--- src/rtl/fifo_pkg.sv ---
// Shared FIFO definitions: read-mode selectors, width helpers and default margins.
// Used by both sync_fifo and async_fifo.
package fifo_pkg;

   localparam string FIFO_MODE_FWFT = "TRUE";
   localparam string FIFO_MODE_REG  = "FALSE";

   localparam int FIFO_DEF_NF_MRGN = 4;
   localparam int FIFO_DEF_NE_MRGN = 4;

   // Width needed to hold a value in 0..depth (counts and margins).
   function automatic int fifo_cnt_width(input int depth);
      return $clog2(depth + 1);
   endfunction

   // Width needed to address 0..depth-1, never less than one bit.
   function automatic int fifo_addr_width(input int depth);
      return (depth <= 2) ? 1 : $clog2(depth);
   endfunction

endpackage

--- src/rtl/fifo_mem.sv ---
// Dual-port FIFO storage: synchronous write, asynchronous read, no reset.
module fifo_mem
   import fifo_pkg::*;
#(
   parameter int DSIZE = 8,
   parameter int DEPTH = 16,
   parameter int AW    = fifo_addr_width(DEPTH)
) (
   input  logic             clk,
   input  logic             i_we,
   input  logic [AW-1:0]    i_waddr,
   input  logic [DSIZE-1:0] i_wdata,
   input  logic [AW-1:0]    i_raddr,
   output logic [DSIZE-1:0] o_rdata
);

   logic [DSIZE-1:0] r_mem [DEPTH];

   always_ff @(posedge clk) begin
      if (i_we) begin
         r_mem[i_waddr] <= i_wdata;
      end
   end

   assign o_rdata = r_mem[i_raddr];

endmodule

--- src/rtl/sync_fifo.sv ---
// Single-clock FIFO of arbitrary depth with FWFT or registered read, programmable
// near-full/near-empty margins, occupancy count and overflow/underflow pulses.
module sync_fifo
   import fifo_pkg::*;
#(
   parameter int    DSIZE       = 8,
   parameter int    DEPTH       = 16,
   parameter string FALLTHROUGH = FIFO_MODE_FWFT,
   parameter int    CSIZE       = fifo_cnt_width(DEPTH)
) (
   input  logic             clk,
   input  logic             rst,
   input  logic             clr,
   input  logic             wen,
   input  logic [DSIZE-1:0] wdata,
   input  logic             ren,
   input  logic [CSIZE-1:0] near_full_mrgn,
   input  logic [CSIZE-1:0] near_empty_mrgn,
   output logic [DSIZE-1:0] rdata,
   output logic [CSIZE-1:0] count,
   output logic             full,
   output logic             empty,
   output logic             near_full,
   output logic             near_empty,
   output logic             over_flow,
   output logic             under_flow
);

   localparam int             AW      = fifo_addr_width(DEPTH);
   localparam logic [CSIZE:0] P_DEPTH = (CSIZE+1)'(DEPTH);
   localparam logic [AW-1:0]  P_LAST  = AW'(DEPTH - 1);
   localparam bit             P_FWFT  = (FALLTHROUGH == FIFO_MODE_FWFT);

   logic [AW-1:0]    r_wptr, r_rptr;
   logic [CSIZE-1:0] r_count;
   logic             r_full, r_empty, r_near_full, r_near_empty;
   logic             r_over_flow, r_under_flow;

   logic             w_wacc, w_racc, w_mem_we;
   logic [AW-1:0]    w_wptr_inc, w_rptr_inc;
   logic [CSIZE:0]   w_count_next, w_nf_mrgn, w_nf_thresh;
   logic             w_full_next, w_empty_next;
   logic [DSIZE-1:0] w_mem_rdata;

   assign w_wacc   = wen && !r_full;
   assign w_racc   = ren && !r_empty;
   assign w_mem_we = w_wacc && !clr && !rst;

   // Non-power-of-two depth: wrap with an explicit compare rather than masking.
   assign w_wptr_inc = (r_wptr == P_LAST) ? '0 : r_wptr + 1'b1;
   assign w_rptr_inc = (r_rptr == P_LAST) ? '0 : r_rptr + 1'b1;

   assign w_count_next = {1'b0, r_count} + {{CSIZE{1'b0}}, w_wacc}
                                         - {{CSIZE{1'b0}}, w_racc};
   assign w_full_next  = (w_count_next == P_DEPTH);
   assign w_empty_next = (w_count_next == '0);

   // Near-full threshold saturates at zero when the margin exceeds the depth.
   assign w_nf_mrgn   = {1'b0, near_full_mrgn};
   assign w_nf_thresh = (w_nf_mrgn > P_DEPTH) ? '0 : P_DEPTH - w_nf_mrgn;

   always_ff @(posedge clk) begin
      if (rst || clr) begin
         r_wptr       <= '0;
         r_rptr       <= '0;
         r_count      <= '0;
         r_full       <= 1'b0;
         r_empty      <= 1'b1;
         r_near_full  <= 1'b0;
         r_near_empty <= 1'b0;
         r_over_flow  <= 1'b0;
         r_under_flow <= 1'b0;
      end else begin
         if (w_wacc) begin
            r_wptr <= w_wptr_inc;
         end
         if (w_racc) begin
            r_rptr <= w_rptr_inc;
         end
         r_count      <= w_count_next[CSIZE-1:0];
         r_full       <= w_full_next;
         r_empty      <= w_empty_next;
         r_near_full  <= !w_full_next && (w_count_next >= w_nf_thresh);
         r_near_empty <= !w_empty_next && (w_count_next <= {1'b0, near_empty_mrgn});
         r_over_flow  <= wen && r_full;
         r_under_flow <= ren && r_empty;
      end
   end

   fifo_mem #(
      .DSIZE (DSIZE),
      .DEPTH (DEPTH),
      .AW    (AW)
   ) u_mem (
      .clk     (clk),
      .i_we    (w_mem_we),
      .i_waddr (r_wptr),
      .i_wdata (wdata),
      .i_raddr (r_rptr),
      .o_rdata (w_mem_rdata)
   );

   generate
      if (P_FWFT) begin : g_fwft
         assign rdata = r_empty ? '0 : w_mem_rdata;
      end else begin : g_reg
         logic [DSIZE-1:0] r_rdata;
         always_ff @(posedge clk) begin
            if (rst) begin
               r_rdata <= '0;
            end else if (w_racc && !clr) begin
               r_rdata <= w_mem_rdata;
            end
         end
         assign rdata = r_rdata;
      end
   endgenerate

   assign count      = r_count;
   assign full       = r_full;
   assign empty      = r_empty;
   assign near_full  = r_near_full;
   assign near_empty = r_near_empty;
   assign over_flow  = r_over_flow;
   assign under_flow = r_under_flow;

endmodule

--- config.mk ---
export PLATFORM = sky130hd
export DESIGN_NAME = sync_fifo
export DESIGN_NICKNAME = d
export VERILOG_FILES = /design/src/rtl/fifo_pkg.sv /design/src/rtl/fifo_mem.sv /design/src/rtl/sync_fifo.sv
export SDC_FILE = /design/constraint.sdc
export NUM_CORES = 1
export LEC_CHECK = 0
export ABC_AREA = 1
export CORE_MARGIN = 4
export CORE_UTILIZATION = 60
export DETAILED_ROUTE_END_ITERATION = 8
export GPL_TIMING_DRIVEN = 0
export PLACE_DENSITY = 0.93
export SYNTH_ARGS = -nofsm -noshare
export SYNTH_HDL_FRONTEND = slang
export SYNTH_SLANG_ARGS = --single-unit
export TNS_END_PERCENT = 50
--- constraint.sdc ---
create_clock -name clk -period 5.5 [get_ports clk]
set_input_delay 1.1 -clock clk [delete_from_list [all_inputs] [get_ports clk]]
set_output_delay 1.1 -clock clk [all_outputs]
set_load 0.01 [all_outputs]
==> flow_metrics.env, run 1 <==
export IMPL_status="complete, no violations"
export IMPL_grt_pass1_wl_um=26300
export IMPL_drc=0
export IMPL_grt_pass1_vias=4989
export IMPL_io_buffers=41
export IMPL_synth_simple_area_share=0.147
export IMPL_synth_nets=654
export IMPL_grt_setup_unrepaired="false"
export IMPL_dr_pass1_iters=5
export IMPL_cp_cell_sequence="inv_1 > clkbuf_1 > a21oi_1 > o21ai_0 > nand3_1 > a21oi_1 > clkdlybuf4s50_1"
export IMPL_cts_setup_buffers=0
export IMPL_synth_top_area_cell="edfxtp_1"
export IMPL_synthCells=610
export IMPL_hp_class="reg2reg"
export IMPL_die_h_um=113
export IMPL_post_route_period_util=0.712
export IMPL_die_x_um=113
export IMPL_clk_pin_slew_ps=60
export IMPL_cpMostUsedCell="a21oi_1"
export IMPL_layout_cells_most_common_list="nor2_1 (136), edfxtp_1 (128), o21ai_0 (58)"
export IMPL_synth_top_family_by_area="simple AND/OR/NAND/NOR gates"
export IMPL_routed_wl_met2_um=8780
export IMPL_core_area_mm2=0.0108
export IMPL_regArea_mm2=0.00430
export IMPL_pin_count=42
export IMPL_avgSynthCellArea_um2=10.9
export IMPL_clk_latency_ps=550
export IMPL_die_area_mm2=0.0128
export IMPL_max_cap_violations=0
export IMPL_power_mw=2.83
export IMPL_synth_fa_ha_area_frac=0.0408
export IMPL_slowest_stage="clkdlybuf4s50_1"
export IMPL_nNetsFinal=714
export IMPL_synth_area_leaders="edfxtp_1 (58%), nor2_1 (7.7%), dfxtp_1 (6.9%)"
export IMPL_ctsHoldBuffers=0
export IMPL_synth_compound_area_share=0.105
export IMPL_synth_seq_area_share=0.649
export IMPL_cp_max_fo=10
export IMPL_drt_wl_total_um=17400
export IMPL_reg2reg_setup_slack_ps=2620
export IMPL_num_rows=38
export IMPL_grt_overflow=0
export IMPL_syn_to_final_growth_pct=18.8
export IMPL_met1Wirelength_um=6060
export IMPL_drive_gt1_frac=0.0821
export IMPL_diodes=0
export IMPL_clock_path_buffers=2
export IMPL_cts_tree="built"
export IMPL_drtIter0Drc=629
export IMPL_worstSetupStartpointType="flop"
export IMPL_crit_buf_inv=3
export IMPL_clkSinkCount=151
export IMPL_yosys_warnings=0
export IMPL_cts_resized_gates=0
export IMPL_dp_hpwl_um=11100
export IMPL_tns_ps=0
export IMPL_initial_utilization=0.611
export IMPL_wl_met3_um=1680
export IMPL_finalWeightedCongestion=0.925
export IMPL_tightest_slew_ps=1360
export IMPL_dp_cells=791
export IMPL_cts_htree_levels=4
export IMPL_cp_arrival_ps=2820
export IMPL_fmaxAchievable_ghz=0.255
export IMPL_final_setup_skew_ps=8.04
export IMPL_ir_drop_uv=233
export IMPL_multi_input_area_mm2=0.00197
export IMPL_ant_nets=0
export IMPL_synth_mux_area_frac=0
export IMPL_vias=5050
export IMPL_fillCellCount=694
export IMPL_power_density_mw_per_mm2=359
export IMPL_endpoint_kind="output port"
export IMPL_wl_per_cell_um=21.1
export IMPL_antenna_found_initial=0
export IMPL_cts_buffers=17
export IMPL_stdcell_count=822
export IMPL_syn_area_mm2=0.00663
export IMPL_cp_required_ps=4400
export IMPL_slew_violations=0
export IMPL_layout_commonest_cell="nor2_1"
export IMPL_gr_usage_all_layers=0.277
export IMPL_layout_min_cycle_time_ps=3920
export IMPL_cts_root_buf="clkbuf_8"
export IMPL_yosys_area_top_type_share=0.580
export IMPL_grt_start_max_net_pins=17
export IMPL_synth_seq_cells=151
export IMPL_crit_family="buffers and inverters"
export IMPL_synth_cell_types=28
export IMPL_hold_ws_ps=478
export IMPL_critical_path_class="reg2out"
export IMPL_via_per_inst=6.14
export IMPL_synth_xor_area_frac=0.00396
export IMPL_finalSetupViolations=0
export IMPL_hold_viol=0
export IMPL_top_layer="met4"
export IMPL_max_slew_margin=0.0873
export IMPL_slowest_delay_ps=580
export IMPL_power_leakage_nw=2.89
==> state kept, by name, summed over array words and instances, names as in the netlist, named ones only <==
signal / flops
over_flow: 1
near_full: 1
r_rptr: 4
r_wptr: 4
empty: 1
count: 5
near_empty: 1
under_flow: 1
u_mem.r_mem: 128
full: 1
==> power by group <==
group	internal, mW	leakage (nW)	switching [mW]	total [mW]
sequential	1.25	1.34	0.00695	1.26
combinational	0.0969	1.23	0.158	0.255
clock	0.835	0.317	0.478	1.31
total	2.18	2.89	0.643	2.83
==> cells by family (layout without fill, tap and decap cells) <==
| kind of cell | Yosys count | after routing |
|---|---|---|
| simple gates | 236 | 236 |
| flops | 151 | 151 |
| compound gates | 124 | 124 |
| buf+inv | 75 | 147 |
| fa+ha+maj | 21 | 21 |
| xor+xnor | 3 | 3 |
==> area by class of cell <==
type | count | area share
Buffer | 27 | 0.0230
Clock buffer | 18 | 0.0530
Clock inverter | 13 | 0.0305
Inverter | 48 | 0.0229
Multi-Input combinational cell | 384 | 0.250
Sequential cell | 151 | 0.546
Tap cell | 140 | 0.0222
Timing Repair Buffer | 41 | 0.0521
==> worst min-delay path, cell delays in order, from the launching register on <==
cell and delay, ps:
dfxtp_1 340, nand2_1 60, nor2_1 40
==> synthesized netlist by cell type (all sizes together) <==
cell type and count:
nor2 138, edfxtp 128, o21ai 71, nand2 51, inv 48, nand3 37, o211ai 29, a21oi 24
dfxtp 23, ha 20, buf 18, clkbuf 9, nor3 4, nand4 3, nor3b 2, xor2 2
fa 1, or2 1, xnor2 1
==> final timing paths <==
path                                   end  from  cells past startpoint
worst max-delay path              rdata[3]  flop                      7
worst min-delay path             over_flow  full                      2
worst max register to register  near_empty  full                     15
worst min register to register   over_flow  full                      2
==> metal layers <==
layer  up-vias  global-route usage
met2       360               0.463
met3        83              0.0588
met1      2353               0.336
li1       2254                   -
met4         0               0.155
met5         -                   0
==> per-stage QoR <==
| step | worst slack [ps] | instance area, um2 | util |
|---|---|---|---|
| floorplan | 2270 | 6630 | - |
| global placement | 1490 | 7210 | 0.666 |
| detailed placement | 1380 | 7210 | 0.666 |
| CTS | 1680 | 7870 | 0.726 |
| global route | 1590 | 7880 | 0.727 |
| finish | 1580 | 7880 | 0.727 |
(Power assumes the default switching activity.)
==> inputs of run 2 (changes only) <==
CORE_UTILIZATION = 53   (was 60)
PLACE_DENSITY = 0.87   (was 0.93)
clock period = 3.3 ns   (was 5.5 ns; I/O delays follow)
==> flow_metrics.env, run 2 (same netlist as run 1, synthesis figures left out) <==
export IMPL_tns_ps=0
export IMPL_num_rows=40
export IMPL_grt_overflow=0
export IMPL_r2r_end="near_empty"
export IMPL_drc=0
export IMPL_cts_tree="built"
export IMPL_syn_to_final_growth_pct=18.7
export IMPL_layout_min_cycle_time_ps=3260
export IMPL_cp_max_fo=10
export IMPL_final_setup_skew_ps=8.46
export IMPL_diodes=0
export IMPL_largest_reg_flops=128
export IMPL_finalWeightedCongestion=1.04
export IMPL_routed_wl_met2_um=7850
export IMPL_vias=4922
export IMPL_power_frac_comb=0.097
export IMPL_post_route_period_util=0.989
export IMPL_die_area_mm2=0.0144
export IMPL_hold_viol=0
export IMPL_p_int_mw=3.40
export IMPL_tightest_slew_ps=1430
export IMPL_cp_cell_sequence="buf_4 > clkbuf_4 > o21ai_0 > o211ai_1 > nand3_1 > a21oi_1 > clkdlybuf4s50_1"
export IMPL_die_h_um=120
export IMPL_power_leakage_nw=2.88
export IMPL_max_cap_violations=0
export IMPL_drtIter0Drc=665
export IMPL_fmaxAchievable_ghz=0.306
export IMPL_die_x_um=120
export IMPL_met1Wirelength_um=6150
export IMPL_slew_violations=0
export IMPL_ctsHoldBuffers=0
export IMPL_pin_count=42
export IMPL_min_to="over_flow"
export IMPL_final_util=0.650
export IMPL_initial_utilization=0.547
export IMPL_ir_drop_uv=399
export IMPL_p_clk_frac=0.424
export IMPL_gr_usage_all_layers=0.234
export IMPL_slowest_stage="clkdlybuf4s50_1"
export IMPL_layout_commonest_cell="nor2_1"
export IMPL_clock_path_buffers=2
export IMPL_antenna_found_initial=0
export IMPL_nNetsFinal=716
export IMPL_grt_pass1_wl_um=25400
export IMPL_layout_cells_most_common_list="nor2_1 (136), edfxtp_1 (128), o21ai_0 (57)"
export IMPL_cts_buffers=17
export IMPL_switching_power_uw=992
export IMPL_clkSinkCount=151
export IMPL_ant_nets=0
export IMPL_clk_pin_slew_ps=60
export IMPL_cp_required_ps=2640
export IMPL_crit_reg2reg_launch="empty"
export IMPL_switching_share=0.226
export IMPL_drive_gt1_frac=0.0905
export IMPL_worstSetupStartpointType="flop"
export IMPL_io_buffers=41
export IMPL_p_seq_frac=0.479
export IMPL_holdCritStartpoint="full"
export IMPL_drt_wl_total_um=16400
export IMPL_finalSetupViolations=0
export IMPL_cp_arrival_ps=2600
export IMPL_dp_hpwl_um=10700
export IMPL_setup_slack_ps=35.7
export IMPL_core_area_mm2=0.0121
export IMPL_dr_pass1_iters=5
export IMPL_top_register="u_mem.r_mem"
export IMPL_hp_class="reg2reg"
export IMPL_max_slew_margin=0.0390
export IMPL_cts_htree_levels=4
export IMPL_cts_root_buf="clkbuf_16"
export IMPL_wl_per_cell_um=19.2
export IMPL_top_layer="met4"
export IMPL_status="complete, no violations"
export IMPL_design_area_mm2=0.00787
export IMPL_grt_start_max_net_pins=17
export IMPL_grt_pass1_vias=4889
export IMPL_endpoint_kind="output port"
export IMPL_reg2reg_setup_slack_ps=590
export IMPL_wl_met3_um=1580
export IMPL_dp_slack_ps=-503
export IMPL_fillCellCount=886
export IMPL_power_density_mw_per_mm2=558
export IMPL_clk_latency_ps=420
export IMPL_slowest_delay_ps=590
export IMPL_post_dp_cell_area_mm2=0.00725
export IMPL_hold_ws_ps=499
export IMPL_hold_depth=2
export IMPL_critical_path_class="reg2out"
export IMPL_via_per_inst=5.77
export IMPL_reg2reg_depth=16
[run 2: cell types whose count changed in the layout (fill, tap and decap cells not counted), moves of 4 or more]
cell,previous run,this run
bufinv_16,6,0
inv_6,5,0
clkbuf_16,16,20
clkbuf_2,3,7
[run 2: power groups by stage]
stage          combinational (mW)  sequential [mW]  clock, mW
2_1_floorplan               0.240             2.14          0
3_3_place_gp                0.390             2.14          0
3_5_place_dp                0.409             2.14          0
4_1_cts                     0.413             2.10       1.86
6_report                    0.427             2.10       1.86
5_1_grt                     0.474             2.10       1.97
[run 2: critical path, delay by kind of cell (launching register included)]
kind | cells | cell delay (ps)
buffers and inverters | 3 | 1030
and+or+nand+nor | 1 | 100
AOI/OAI and AO/OA | 3 | 650
DFF | 1 | 400
[run 2: layer usage]
metal | track usage | vias to the layer above
li1 | - | 2250
met2 | 0.379 | 299
met1 | 0.287 | 2300
met5 | 0 | -
met4 | 0.132 | 0
met3 | 0.0589 | 73
[run 2: area by class of cell]
class,instances,area [um2],share of cell area
buffer,27,186,0.0237
inverter,48,180,0.0229
multi-input combinational,384,1980,0.252
tap,168,210,0.0267
clock inverter,5,31.3,0.00398
clock buffer,27,549,0.0698
sequential,151,4300,0.547
timing repair buffer,43,425,0.0541
[run 2: worst max-delay path by stage]
| stage | from | end | slack [ps] | depth (start not counted) |
|---|---|---|---|---|
| 6_report | flop | rdata[7] | 40 | 7 |
| 5_1_grt | wen | near_empty | -30 | 17 |
| 4_1_cts | wen | near_empty | 20 | 17 |
| 3_5_place_dp | wen | near_empty | -500 | 17 |
| 3_3_place_gp | wen | near_empty | -360 | 17 |
| 2_1_floorplan | wen | near_empty | 510 | 16 |
[run 2: per-stage QoR]
step                power (mW)  std cells
finish                    4.39        853
global route              4.54        853
CTS                       4.37        851
detailed placement        2.55        819
global placement          2.53        819
floorplan                 2.38        610
[run 2: repair_timing]
action,4_1_cts,5_1_grt
endpoints found under the setup margin,2,5
gates resized for setup,2,8
pin swaps,0,1
buffers inserted,0,2
==> inputs of run 3 (changes only) <==
RECOVER_POWER = 50   (was unset)
==> flow_metrics.env, run 3 (same netlist as run 1, synthesis figures left out) <==
export IMPL_hold_ws_ps=494
export IMPL_clock_path_buffers=2
export IMPL_via_per_inst=5.82
export IMPL_cp_arrival_ps=2570
export IMPL_post_route_period_util=0.979
export IMPL_endpoint_kind="output port"
export IMPL_top_register="u_mem.r_mem"
export IMPL_drive_gt1_frac=0.0891
export IMPL_grt_start_max_net_pins=17
export IMPL_fmaxAchievable_ghz=0.309
export IMPL_regArea_mm2=0.00430
export IMPL_vias=4961
export IMPL_power_leakage_nw=2.90
export IMPL_grt_pass1_wl_um=25400
export IMPL_cts_tree="built"
export IMPL_cts_buffers=17
export IMPL_fillCellCount=886
export IMPL_clkSinkCount=151
export IMPL_diodes=0
export IMPL_dp_hpwl_um=10700
export IMPL_power_mw=4.39
export IMPL_ctsHoldBuffers=0
export IMPL_grt_pass1_vias=4889
export IMPL_layout_min_cycle_time_ps=3230
export IMPL_finalWeightedCongestion=1.04
export IMPL_finalSetupViolations=0
export IMPL_clk_latency_ps=430
export IMPL_power_density_mw_per_mm2=558
export IMPL_gr_usage_all_layers=0.234
export IMPL_syn_to_final_growth_pct=18.7
export IMPL_num_rows=40
export IMPL_nNetsFinal=716
export IMPL_wl_per_cell_um=19.3
export IMPL_die_area_mm2=0.0144
export IMPL_status="complete, no violations"
export IMPL_max_slew_margin=0.0259
export IMPL_final_setup_skew_ps=14.1
export IMPL_cp_max_fo=10
export IMPL_slew_violations=0
export IMPL_ant_nets=0
export IMPL_hp_class="reg2reg"
export IMPL_critical_path_class="reg2out"
export IMPL_drc=0
export IMPL_core_area_mm2=0.0121
export IMPL_die_h_um=120
export IMPL_drtIter0Drc=673
export IMPL_dr_pass1_iters=5
export IMPL_clk_pin_slew_ps=60
export IMPL_hold_viol=0
export IMPL_antenna_found_initial=0
export IMPL_initial_utilization=0.547
export IMPL_worstSetupStartpointType="flop"
export IMPL_pin_count=42
export IMPL_die_x_um=120
export IMPL_cp_required_ps=2640
export IMPL_layout_commonest_cell="nor2_1"
export IMPL_io_buffers=41
export IMPL_tightest_slew_ps=1450
export IMPL_multi_input_area_mm2=0.00198
export IMPL_drt_wl_total_um=16500
export IMPL_ir_drop_uv=397
export IMPL_cts_root_buf="clkbuf_16"
export IMPL_cts_htree_levels=4
export IMPL_largest_reg_flops=128
export IMPL_grt_overflow=0
export IMPL_layout_cells_most_common_list="nor2_1 (136), edfxtp_1 (128), o21ai_0 (57)"
export IMPL_max_cap_violations=0
run 3: layer usage:
metal / vias to the layer above / global-route usage / routed length (um)
li1: 2255 / - / -
met1: 2296 / 0.287 / 6060
met2: 328 / 0.379 / 7860
met3: 82 / 0.0589 / 1650
met4: 0 / 0.132 / 881
met5: - / 0 / 0
run 3: critical path, cell delays in order (launching register included):
cell and delay [ps]:
dfxtp_1 390, buf_4 200, clkbuf_4 240, o21ai_0 140
o211ai_1 250, nand3_1 110, a21oi_1 230, clkdlybuf4s50_1 580
run 3: area by class of cell:
class	count	share of cell area
Clock inverter	5	0.00398
Clock buffer	27	0.0698
Sequential cell	151	0.547
Tap cell	168	0.0267
Timing Repair Buffer	43	0.0541
Multi-Input combinational cell	384	0.252
Buffer	27	0.0235
Inverter	48	0.0229
run 3: final timing paths:
path / cells past startpoint / slack (ps) / end / start
max reg2reg: 16 / 590 / near_empty / empty
max: 7 / 70 / rdata[7] / flop
min: 2 / 490 / over_flow / full
min reg2reg: 2 / 490 / over_flow / full
run 3: timing repair:
| action | CTS | global route |
|---|---|---|
| pin swaps | 0 | 1 |
| endpoints found under the setup margin | 2 | 5 |
| resized for setup | 2 | 8 |
| buffers inserted | 0 | 2 |
run 3: through the flow:
step,util,cell area (um2),worst slack [ps],TNS (ps),std cells
2_1_floorplan,-,6630,509,0,610
3_3_place_gp,0.599,7250,-361,-666,819
3_5_place_dp,0.599,7250,-503,-919,819
4_1_cts,0.647,7840,19.5,0,851
6_report,0.650,7870,67.9,0,853
5_1_grt,0.650,7870,-35.2,-35.2,853
run 3: power by group:
group / switching [mW] / internal [mW] / leakage (nW)
clock network: 0.722 / 1.14 / 0.294
registers: 0.0119 / 2.09 / 1.34
logic: 0.263 / 0.160 / 1.27
total: 0.997 / 3.39 / 2.90
